File: config.mk
export PLATFORM = sky130hd
export DESIGN_NAME = inst_fetch_queue
export DESIGN_NICKNAME = d
export VERILOG_FILES = /design/src/rtl/inst_fetch_queue.sv
export SDC_FILE = /design/constraint.sdc
export NUM_CORES = 1
export LEC_CHECK = 0
export CAP_MARGIN = 5
export CELL_PAD_IN_SITES_DETAIL_PLACEMENT = 1
export CELL_PAD_IN_SITES_GLOBAL_PLACEMENT = 1
export CORE_AREA = 3 3 174 176
export CTS_CLUSTER_SIZE = 14
export DETAILED_ROUTE_END_ITERATION = 6
export DIE_AREA = 0 0 177 179
export PLACE_DENSITY = 0.78
export SLEW_MARGIN = 20
export SYNTH_ARGS = -nofsm -noshare
export SYNTH_HDL_FRONTEND = slang
export SYNTH_SLANG_ARGS = --single-unit
File: constraint.sdc
create_clock -name clock -period 3.7 [get_ports clock]
set_input_delay 0.74 -clock clock [delete_from_list [all_inputs] [get_ports clock]]
set_output_delay 0.74 -clock clock [all_outputs]
set_load 0.005 [all_outputs]
File: src/rtl/inst_fetch_queue.sv
// inst_fetch_queue: owns the fetch PC, issues credit-limited word reads to imem and
// buffers returned words with their PC in a DEPTH-entry FIFO; redirect flushes and
// discards stale in-flight responses.
module inst_fetch_queue #(
    parameter int          DEPTH    = 4,
    parameter logic [31:0] RESET_PC = 32'h0000_0000
) (
    input  logic        clock,
    input  logic        reset,
    output logic        imem_req,
    output logic [29:0] imem_addr,
    input  logic        imem_gnt,
    input  logic        imem_rvalid,
    input  logic [31:0] imem_rdata,
    input  logic        redirect,
    input  logic [31:0] redirect_pc,
    output logic        inst_valid,
    output logic [31:0] inst,
    output logic [31:0] inst_pc,
    input  logic        inst_ready
);
    localparam int AW = $clog2(DEPTH);
    localparam int CW = AW + 1;

    logic [31:0]   fetch_pc, resp_pc;
    logic [31:0]   fifo_word [DEPTH];
    logic [31:0]   fifo_pc   [DEPTH];
    logic [AW-1:0] rd_ptr, wr_ptr;
    logic [CW-1:0] count, inflight, discard;
    logic [CW:0]   credit;
    logic          issue, resp, push, pop;

    assign imem_addr  = fetch_pc[31:2];
    assign inst_valid = count != '0;
    assign inst       = inst_valid ? fifo_word[rd_ptr] : '0;
    assign inst_pc    = inst_valid ? fifo_pc[rd_ptr] : '0;

    // Request credit and per-cycle event decode; redirect masks everything but the flush
    always_comb begin
        credit   = {1'b0, count} + {1'b0, inflight};
        imem_req = reset && !redirect && (credit < (CW+1)'(DEPTH));
        issue    = imem_req && imem_gnt;
        resp     = imem_rvalid && !redirect;
        push     = resp && (discard == '0);
        pop      = inst_valid && inst_ready && !redirect;
    end

    // Control state: PCs, FIFO pointers, occupancy and in-flight/discard credit
    always_ff @(posedge clock or negedge reset) begin
        if (!reset) begin
            fetch_pc <= RESET_PC;
            resp_pc  <= RESET_PC;
            rd_ptr   <= '0;
            wr_ptr   <= '0;
            count    <= '0;
            inflight <= '0;
            discard  <= '0;
        end else if (redirect) begin
            fetch_pc <= {redirect_pc[31:2], 2'b00};
            resp_pc  <= {redirect_pc[31:2], 2'b00};
            rd_ptr   <= '0;
            wr_ptr   <= '0;
            count    <= '0;
            inflight <= inflight - CW'(imem_rvalid);
            discard  <= inflight - CW'(imem_rvalid);
        end else begin
            if (issue) fetch_pc <= fetch_pc + 32'd4;
            if (push) begin
                resp_pc <= resp_pc + 32'd4;
                wr_ptr  <= wr_ptr + AW'(1);
            end
            if (pop) rd_ptr <= rd_ptr + AW'(1);
            if (resp && discard != '0) discard <= discard - CW'(1);
            inflight <= inflight + CW'(issue) - CW'(resp);
            count    <= count + CW'(push) - CW'(pop);
        end
    end

    // FIFO storage; contents are masked at the outputs while empty so no reset is needed
    always_ff @(posedge clock) begin
        if (push) begin
            fifo_word[wr_ptr] <= imem_rdata;
            fifo_pc[wr_ptr]   <= resp_pc;
        end
    end
endmodule
[Word-level counts from Yosys, hierarchy flattened]
Memory sizes are Yosys's and may differ from the RTL's.
Cells that the tools add are included.
Storage, ports and cells
  register bits after elaboration: 77
  RAM bits: 256
  bits of input ports: 70
  output and inout bits: 96
  logic and storage cells: 53
  memories kept: 2
Operators by class
  add/subtract/negate cells: 11
  $lt $le $gt $ge: 1
  mux-type cells: 16
  reduce and logical (&&, ||, !) cells: 16
Memory list
  fifo_pc: depth 4, width 32, read ports 1, clocked after Yosys merged registers in 0, wr ports 1, RTL line 27  | logic [31:0] fifo_pc [DEPTH];
  fifo_word: depth 4, width 32, read ports 1, clocked after Yosys merged registers in 0, wr ports 1, RTL line 26  | logic [31:0] fifo_word [DEPTH];
Operators by type and width (number)
  two-way mux 32 bit: 6
  adder 32 x 3 -> 32 bit, second input constant: 2
  two-way mux 3 bit: 4
  subtractor 3 x 1 -> 3 bit: 3
  logical AND 1 bit: 8
  two-way mux 2 bit: 4
  nonzero test 2 bit: 4
  adder 3 x 1 -> 3 bit: 2
  nonzero test 3 bit: 2
  adder 2 x 1 -> 2 bit, second input constant: 2
  adder 3 x 3 -> 4 bit: 1
  < comparator 4 x 3 -> 1 bit, second input constant: 1
  logical NOT 3 bit: 1
  subtractor 3 x 1 -> 3 bit, second input constant: 1
  two-way mux 1 bit: 2
  logical NOT 1 bit: 1

[Logic depth before layout (Yosys ltp)]
Gate-level depths: netlist of run 1.
  word-level depth: 7
  gate-level depth with buffers: 13
  depth with buffers taken out: 12

[Least setup slack after synthesis of run 1]
No wires, ideal clock.
  kind: input -> register
  start point: input port redirect
  end point: memory fifo_pc[0][10], enable pin
  setup time: 427 ps
  arrival: 2855 ps
  required time: 3273 ps
  setup slack: 419 ps
  stages on the path: 4
  buffers on the path: 2
  cell sequence: clkbuf_1 -> clkbuf_1 -> nor2_1 -> and2_1
Between the ends
  longest elaborated chain between the ends: 5
RTL lines
  start, declared: RTL line 15  | input logic redirect,
  logical NOT 1 bit: RTL line 43  | resp = imem_rvalid && !redirect;
  logical AND 1 bit: RTL line 43
  logical AND 1 bit: RTL line 44  | push = resp && (discard == '0);
  two-way mux 1 bit: RTL line 81  | if (push) begin
  two-way mux 1 bit (implied by the code): RTL line 83  | fifo_pc[wr_ptr] <= resp_pc;
  end, declared: RTL line 27
Every way passes these cells.

[Worst setup path in the final report of run 1]
  start point: register rd_ptr[0]
  end point: output port inst_pc[21]
Between the ends
  longest elaborated chain between the ends: 2
RTL lines
  start, declared: RTL line 28  | logic [AW-1:0] rd_ptr, wr_ptr;
  start signal, assigned: RTL line 72  | if (pop) rd_ptr <= rd_ptr + AW'(1);
  memory read (4 x 32 bit)
  two-way mux 32 bit: RTL line 36  | assign inst_pc = inst_valid ? fifo_pc[rd_ptr] : '0;
  end, declared: RTL line 19  | output logic [31:0] inst_pc,
Every way passes these cells.

==> summary.md, run 1 <==
| Metric | Value |
|---|---|
| Status | finished, final reports clean |
| Adder-cell share of the synthesized area | 0.01775 |
| Main combinational cell family by area after synthesis | multiplexers |
| Arr. time, crit path | 2.73 ns |
| Highest-delay cell along the critical path | dfrtp_4 |
| Core box area | 28780 µm² |
| LEAKAGE | just under 6 nW |
| Worst Skew | 0.01482 ns |
| CTS H-Tree Depth | 2 |
| Dpl cells | about 1400 |
| Maximum root-to-sink buffer count | 3 |
| Sequential Area | 9279 µm² |
| Die Y-Extent | 179 µm |
| GP Congestion | 0.8417 |
| Worst-margin pin slew | around 0.90 ns |
| Clock latency on the worst-skew pair | 0.50 ns |
| HP Class | in2async |
| WS Path Type | reg2out |
| Simple-Gate Fraction of Synth Area | 0.1010 |
| Worst-path clk slew | 0.07 ns |
| Layout cells sized above 1 | 0.1453 |
| DRC viols | 0 |
| Critical-path cell list | buf_12, mux4_2, and2_1, clkdlybuf4s50_1 |
| TritonCTS clock tree | built |
| Post-synth EDFFs | roughly 250 |
| Synth Warn # | 0 |
| Setup ws final | 0.2328 ns |
| Post-synthesis register bit count | 321 |
| Netlist cell types | 45 |
| Fillcell total | 2670 |
| Switching share of power | 0.2636 |
| Max Freq | slightly below 0.3 GHz |
| RSZ-0062 raised after global routing | no |
| Met3 WL post-DR | roughly 2000 µm |
| Post-synthesis cell area | approximately 14000 µm² |
| Comb power frac | 0.268 |
| I/O pin cnt | approximately 170 |
| Drt wl/cell | 22.98 µm |
| Cell count after synthesis | 863 |
| Period utilisation layout | 0.9371 |
| Max VDD drop | 0.0002766 V |
| GR Overflow Total | 0 |
| Max-slew violations | 0 |
| Synth area leader | edfxtp_1 |
| Final setup violation count | 0 |
| Clock root cell | clkbuf_16 |
| Final ANT Viol Nets | 0 |
| Met1 Routed Length | 14230 µm |
| Final std cells w/o fill | roughly 1500 |
| Hold Fails Final Rpt | 0 |
| Hold-fix buffers at CTS | 0 |
| Post_cts resized | 0 |
| P_sw | 0.002835 W |
| DR top layer | met4 |
| Pre-CTS worst setup slack | 0.4872 ns |
| Register-to-Register Setup Slack | around 0.73 ns |
| Initial antenna violation count | 0 |
| Area of the multi-input gates | 3998 µm² |
| CP Max Fanout | 22 |
| Vias | between 8000 and 9000 |
| Critical path's largest stage delay | 0.76 ns |
| Power Internal | 0.007918 W |
| Site row count | 62 |
| Die width | 177 µm |
| Area fraction in compound gates after synthesis | 0.04531 |
| Top cells by area, synth | edfxtp_1, dfrtp_1, mux4_2 |
| DR WL met2 | approximately 17000 µm |
| Seq/Total Area, Yosys | 0.6853 |
| Fin util | 0.5874 |
| CP top delay family | flip-flops |
| Crit path capture type | output port |
| Xor/xnor cell area share of the yosys netlist | 0.02524 |
| Setup TNS | 0 ns |
| Die area | 31680 µm² |
| Synth-to-layout area growth | 24.93% |
| Post-CTS Setup Inserts | 0 |
| Nets@finish | ~1100 |
| DR pass1 iterations | 7 |
| Share of the synthesized area in the top cell type | 0.5503 |
| Asr flop ratio synth | 0.2274 |
| Initial core utilization | 0.4702 |
| WP data required | about 3 ns |
| Clk sinks | 321 |
| Largest net degree at the start of global routing | 63 |
| CP bufs+invs | 2 |
| R2r startpoint | inflight[2] |
| Dominant synthesized flop cell | edfxtp_1 |
| Pwr Density | 636.1 nW/µm² |
| Setup crit start kind | flip-flop |
| Minimum clock period | between 3 and 4 ns |
| Worst slew margin | 0.3959 |
| Initial DRC count | 552 |
| Mux contribution to synthesized area | 0.1047 |
| Worst r2r dst | inflight[2] |
| Dpl hpwl | 21590 µm |
| Clock network fraction of design power | 0.320 |
| Vias per std cell | 5.645 |
| R2R depth | 11 |
| Share of power burned in registers | 0.412 |
| Vias in the first global route | 8956 |
| Total GRT Usage | 0.2132 |
| Port bufs | 161 |
| CTS Buf Count | 35 |
| Mean Syn Cell Area | 15.68 µm² |
| DRT Wirelength | between 30000 and 40000 µm |
| Max-Cap Viols | 0 |
| Global-route wire length before repair | about 52000 µm |
| WHS | 0.4080 ns |
==> synth_stat cells, drive strengths merged (16+ instances only) <==
master,instances
dfrtp,73
and2,70
edfxtp,248
ha,16
nand4,29
inv,24
mux4,62
clkbuf,30
o21ai,53
nor2,31
nand3,24
xor2,32
nand2,55
==> flip-flops by register name, summed over array words and instances (netlist names) <==
register / count
count: 3
inflight: 3
wr_ptr: 2
discard: 3
fifo_pc: 120
fetch_pc: 30
rd_ptr: 2
fifo_word: 128
resp_pc: 30
==> worst max path at each step <==
stage | from | end | slack, ns | cells past startpoint
6_report | rd_ptr[0] | inst_pc[21] | 0.23 | 4
5_1_grt | rd_ptr[0] | inst_pc[12] | 0.09 | 4
4_1_cts | rd_ptr[0] | inst_pc[12] | 0.17 | 4
3_5_place_dp | reset | inflight[2] | 0.49 | 11
3_3_place_gp | reset | inflight[2] | 0.54 | 11
2_1_floorplan | redirect | fifo_pc[0][10] | 0.42 | 4
==> metal layers <==
metal / vias up / GRT usage
met1: 4222 / 0.2896
met3: 39 / 0.03748
met4: 0 / 0.04845
met2: 260 / 0.3631
li1: 3676 / -
met5: - / 0
==> stage by stage <==
stage          power [W]  area [µm²]
6_report         0.01075       16910
5_1_grt          0.01131       16900
4_1_cts          0.01091       16900
3_5_place_dp    0.007432       15770
3_3_place_gp    0.007319       15770
2_1_floorplan   0.005851       13540
==> worst reg2reg max path, stage by stage (launching register included) <==
cell and delay (ns):
dfrtp_1 0.42, ha_1 0.29, or4b_4 0.51, nor4b_4 0.26, inv_2 0.07, ha_1 0.28, inv_1 0.04, ha_1 0.18
fa_1 0.37, xor2_1 0.15, o21ai_0 0.19, xor2_1 0.16
==> power by group through the flow <==
stage / Sequential, W / Combinational (W) / Clock, W
CTS: 0.00443 / 0.00295 / 0.00353
global placement: 0.00447 / 0.00284 / 0
detailed placement: 0.00450 / 0.00293 / 0
global route: 0.00447 / 0.00317 / 0.00366
finish: 0.00443 / 0.00288 / 0.00344
floorplan: 0.00435 / 0.00150 / 0
==> kinds of logic (layout without fill, tap and decap cells) <==
group / count (synthesis) / after routing
xor+xnor: 39 / 39
compound gates: 101 / 101
mux: 64 / 64
buf+inv: 68 / 271
fa+ha+maj: 18 / 18
simple gates: 251 / 251
other cells: 1 / 3
flops: 321 / 321
==> layout make-up <==
cell class                      instances  area share
Inverter                               24    0.005329
Clock inverter                         17     0.01036
Antenna cell                            1   0.0001480
Timing Repair Buffer                  187      0.1137
Tap cell                              384     0.02842
Multi-Input combinational cell        475      0.2365
Sequential cell                       321      0.5489
Clock buffer                           43     0.05669
==> layout by cell type, fill, tap and decap left out, types with 3 or more instances in the layout <==
cell type	netlist	routed
edfxtp_1	248	248
clkdlybuf4s50_1	0	159
dfrtp_1	73	71
and2_1	69	65
mux4_2	62	62
nand2_1	55	55
o21ai_0	53	53
clkbuf_16	0	37
xor2_1	32	32
nor2_1	31	31
nand4_1	29	29
nand3_1	24	24
inv_1	23	23
ha_1	16	16
buf_4	2	16
a21oi_1	12	12
o211ai_1	11	11
and3_1	10	10
buf_12	0	10
o311ai_0	8	8
clkinv_1	0	8
xnor2_1	7	7
a31o_2	6	6
or3_1	6	5
a31oi_1	5	5
nor3_1	5	5
nor4_1	6	5
clkinv_2	0	5
clkbuf_1	30	5
and2_2	0	4
bufinv_16	0	4
nand2b_1	3	3
(Power assumes the default switching activity.)
==> run 2: changes to the inputs <==
--- a/config.mk
+++ b/config.mk
@@ -8,11 +8,12 @@
 export CAP_MARGIN = 5
 export CELL_PAD_IN_SITES_DETAIL_PLACEMENT = 1
 export CELL_PAD_IN_SITES_GLOBAL_PLACEMENT = 1
-export CORE_AREA = 3 3 174 176
+export CORE_AREA = 3 3 172 174
+export CTS_BUF_LIST = sky130_fd_sc_hd__clkbuf_8
 export CTS_CLUSTER_SIZE = 14
 export DETAILED_ROUTE_END_ITERATION = 6
-export DIE_AREA = 0 0 177 179
-export PLACE_DENSITY = 0.78
+export DIE_AREA = 0 0 175 177
+export PLACE_DENSITY = 0.79
 export SLEW_MARGIN = 20
 export SYNTH_ARGS = -nofsm -noshare
 export SYNTH_HDL_FRONTEND = slang
==> run 2 against run 1 <==
Die area is 2.2% lower. Largest cell class unchanged. Critical path type unchanged. Clock power is 21% lower. Via count is 0.39% higher. Count of clock-buffer cells in the layout is 15 higher. Clock skew is 0.00063 ns higher. Highest routed layer is now met5. Register-to-register slack hardly changed.
==> summary.md, run 2 (synthesized netlist as in run 1, its figures left out) <==
| Metric | Value |
|---|---|
| Status | finished, final reports clean |
| LEAKAGE | about 5.8 nW |
| Max-slew violations | 0 |
| Clock latency on the worst-skew pair | 0.55 ns |
| Sequential Area | about 9300 µm² |
| DR pass1 iterations | 5 |
| Die Y-Extent | roughly 180 µm |
| Largest regs | fifo_word (128), fifo_pc (120) |
| WP data required | a little under 3 ns |
| DRT Wirelength | 31240 µm |
| Hold Fails Final Rpt | 0 |
| Worst Skew | 0.01545 ns |
| Area of the multi-input gates | between 3000 and 4000 µm² |
| Max VDD drop | 0.0002961 V |
| Fillcell total | 2674 |
| Max reg flops | 128 |
| HP Class | in2async |
| Die width | 175 µm |
| Busiest grt layer | met2 |
| Vias in the first global route | 8923 |
| Worst-path clk slew | 0.06 ns |
| Pwr Density | 601.5 nW/µm² |
| Port bufs | 161 |
| Initial DRC count | 515 |
| GR Util met1 | 0.2870 |
| GP Congestion | 0.8564 |
| Worst-margin pin slew | 0.9595 ns |
| Initial antenna violation count | 1 |
| Arr. time, crit path | 2.66 ns |
| Nets@finish | between 1000 and 1500 |
| Crit path capture type | output port |
| DRC viols | 0 |
| GR Overflow Total | 0 |
| Dpl hpwl | just over 20000 µm |
| Largest reg by FF count | fifo_word |
| Global-route wire length before repair | 49890 µm |
| WS Path Type | reg2out |
| Setup TNS | 0 ns |
| Met2 usage in global routing | 0.3385 |
| Largest net degree at the start of global routing | 64 |
| Worst slew margin | 0.3545 |
| CTS H-Tree Depth | 2 |
| Setup ws final | between 0.3 and 0.4 ns |
| TritonCTS clock tree | built |
| CP Max Fanout | 22 |
| Commonest non-fill, non-tap cells in the layout | edfxtp_1, clkdlybuf4s50_1, dfrtp_1, and2_1, mux4_2 |
| Hold-fix buffers at CTS | 0 |
| Layout cells sized above 1 | 0.1513 |
| Post-CTS Setup Inserts | 0 |
| Initial core utilization | 0.4844 |
| Final ANT Viol Nets | 0 |
| Pre-CTS worst setup slack | approximately 0.51 ns |
| Synth-to-layout area growth | 23.05% |
| Vias | 8229 |
| Total GRT Usage | 0.2060 |
| Dpl cells | about 1400 |
| Core box area | around 28000 µm² |
| Minimum clock period | 3.400 ns |
| Max Freq | 0.2941 GHz |
| Clock root cell | clkbuf_8 |
| RSZ-0062 raised after global routing | no |
| Setup crit start kind | flip-flop |
| Vias per std cell | roughly 5.6 |
| Final Instance Area | 16650 µm² |
| Period utilisation layout | 0.9189 |
| Clk sinks | 321 |
| Commonest non-fill, non-tap cell in the layout | edfxtp_1 |
| Site row count | 61 |
| Maximum root-to-sink buffer count | 3 |
| Tot Pwr | about 0.01 W |
| I/O pin cnt | 166 |
| Die area | roughly 31000 µm² |
| Met3 usage | 0.03561 |
| Final setup violation count | 0 |
| Post-place instance area | 15710 µm² |
| Antenna cells | 0 |
| Post_cts resized | 0 |
| Final std cells w/o fill | 1475 |
| CTS Buf Count | 51 |
| Drt wl/cell | 21.18 µm |
| Max-Cap Viols | 0 |
[run 2: worst paths after layout]
kind                        startpoint           end  slack [ns]  depth (start not counted)
hold reg to reg            inflight[2]   inflight[2]        0.52                          1
setup reg to reg              count[2]   inflight[2]        0.72                         11
max in group asynchronous        reset     rd_ptr[0]        2.39                          3
hold / removal                   reset  fetch_pc[30]        0.37                          2
setup / recovery              count[1]   inst_pc[18]        0.30                          4
min in group clock         inflight[2]   inflight[2]        0.52                          1
[run 2: cell type report]
class | instances | share of cell area
well taps | 378 | 0.02840
multi-input cells | 475 | 0.2401
inverters | 24 | 0.005410
clock inverters | 35 | 0.008341
flip-flops and latches | 321 | 0.5573
clock buffers | 58 | 0.04794
repair buffers | 184 | 0.1126
[run 2: critical path: stages, from the launching register on]
cell and delay [ns]:
dfrtp_1 0.45, or3_2 0.74, buf_4 0.30, and2_1 0.17, clkdlybuf4s50_1 0.45
[run 2: per-layer routing]
layer | vias up | wire length (µm)
met5 | - | 13
li1 | 3697 | -
met4 | 2 | 645
met3 | 44 | 1785
met1 | 4184 | 13810
met2 | 302 | 14990
[run 2: power breakdown]
| group | internal [W] | switching [W] |
|---|---|---|
| logic | 0.00168 | 0.00122 |
| registers | 0.00414 | 0.000247 |
| clock network | 0.00142 | 0.00129 |
[run 2: metrics by stage]
step	util	hold WS, ns
6_report	0.5961	0.3697
5_1_grt	0.5961	0.3380
4_1_cts	0.5961	0.3319
3_5_place_dp	0.5625	0.5171
3_3_place_gp	0.5625	0.5112
2_1_floorplan	-	0.4444
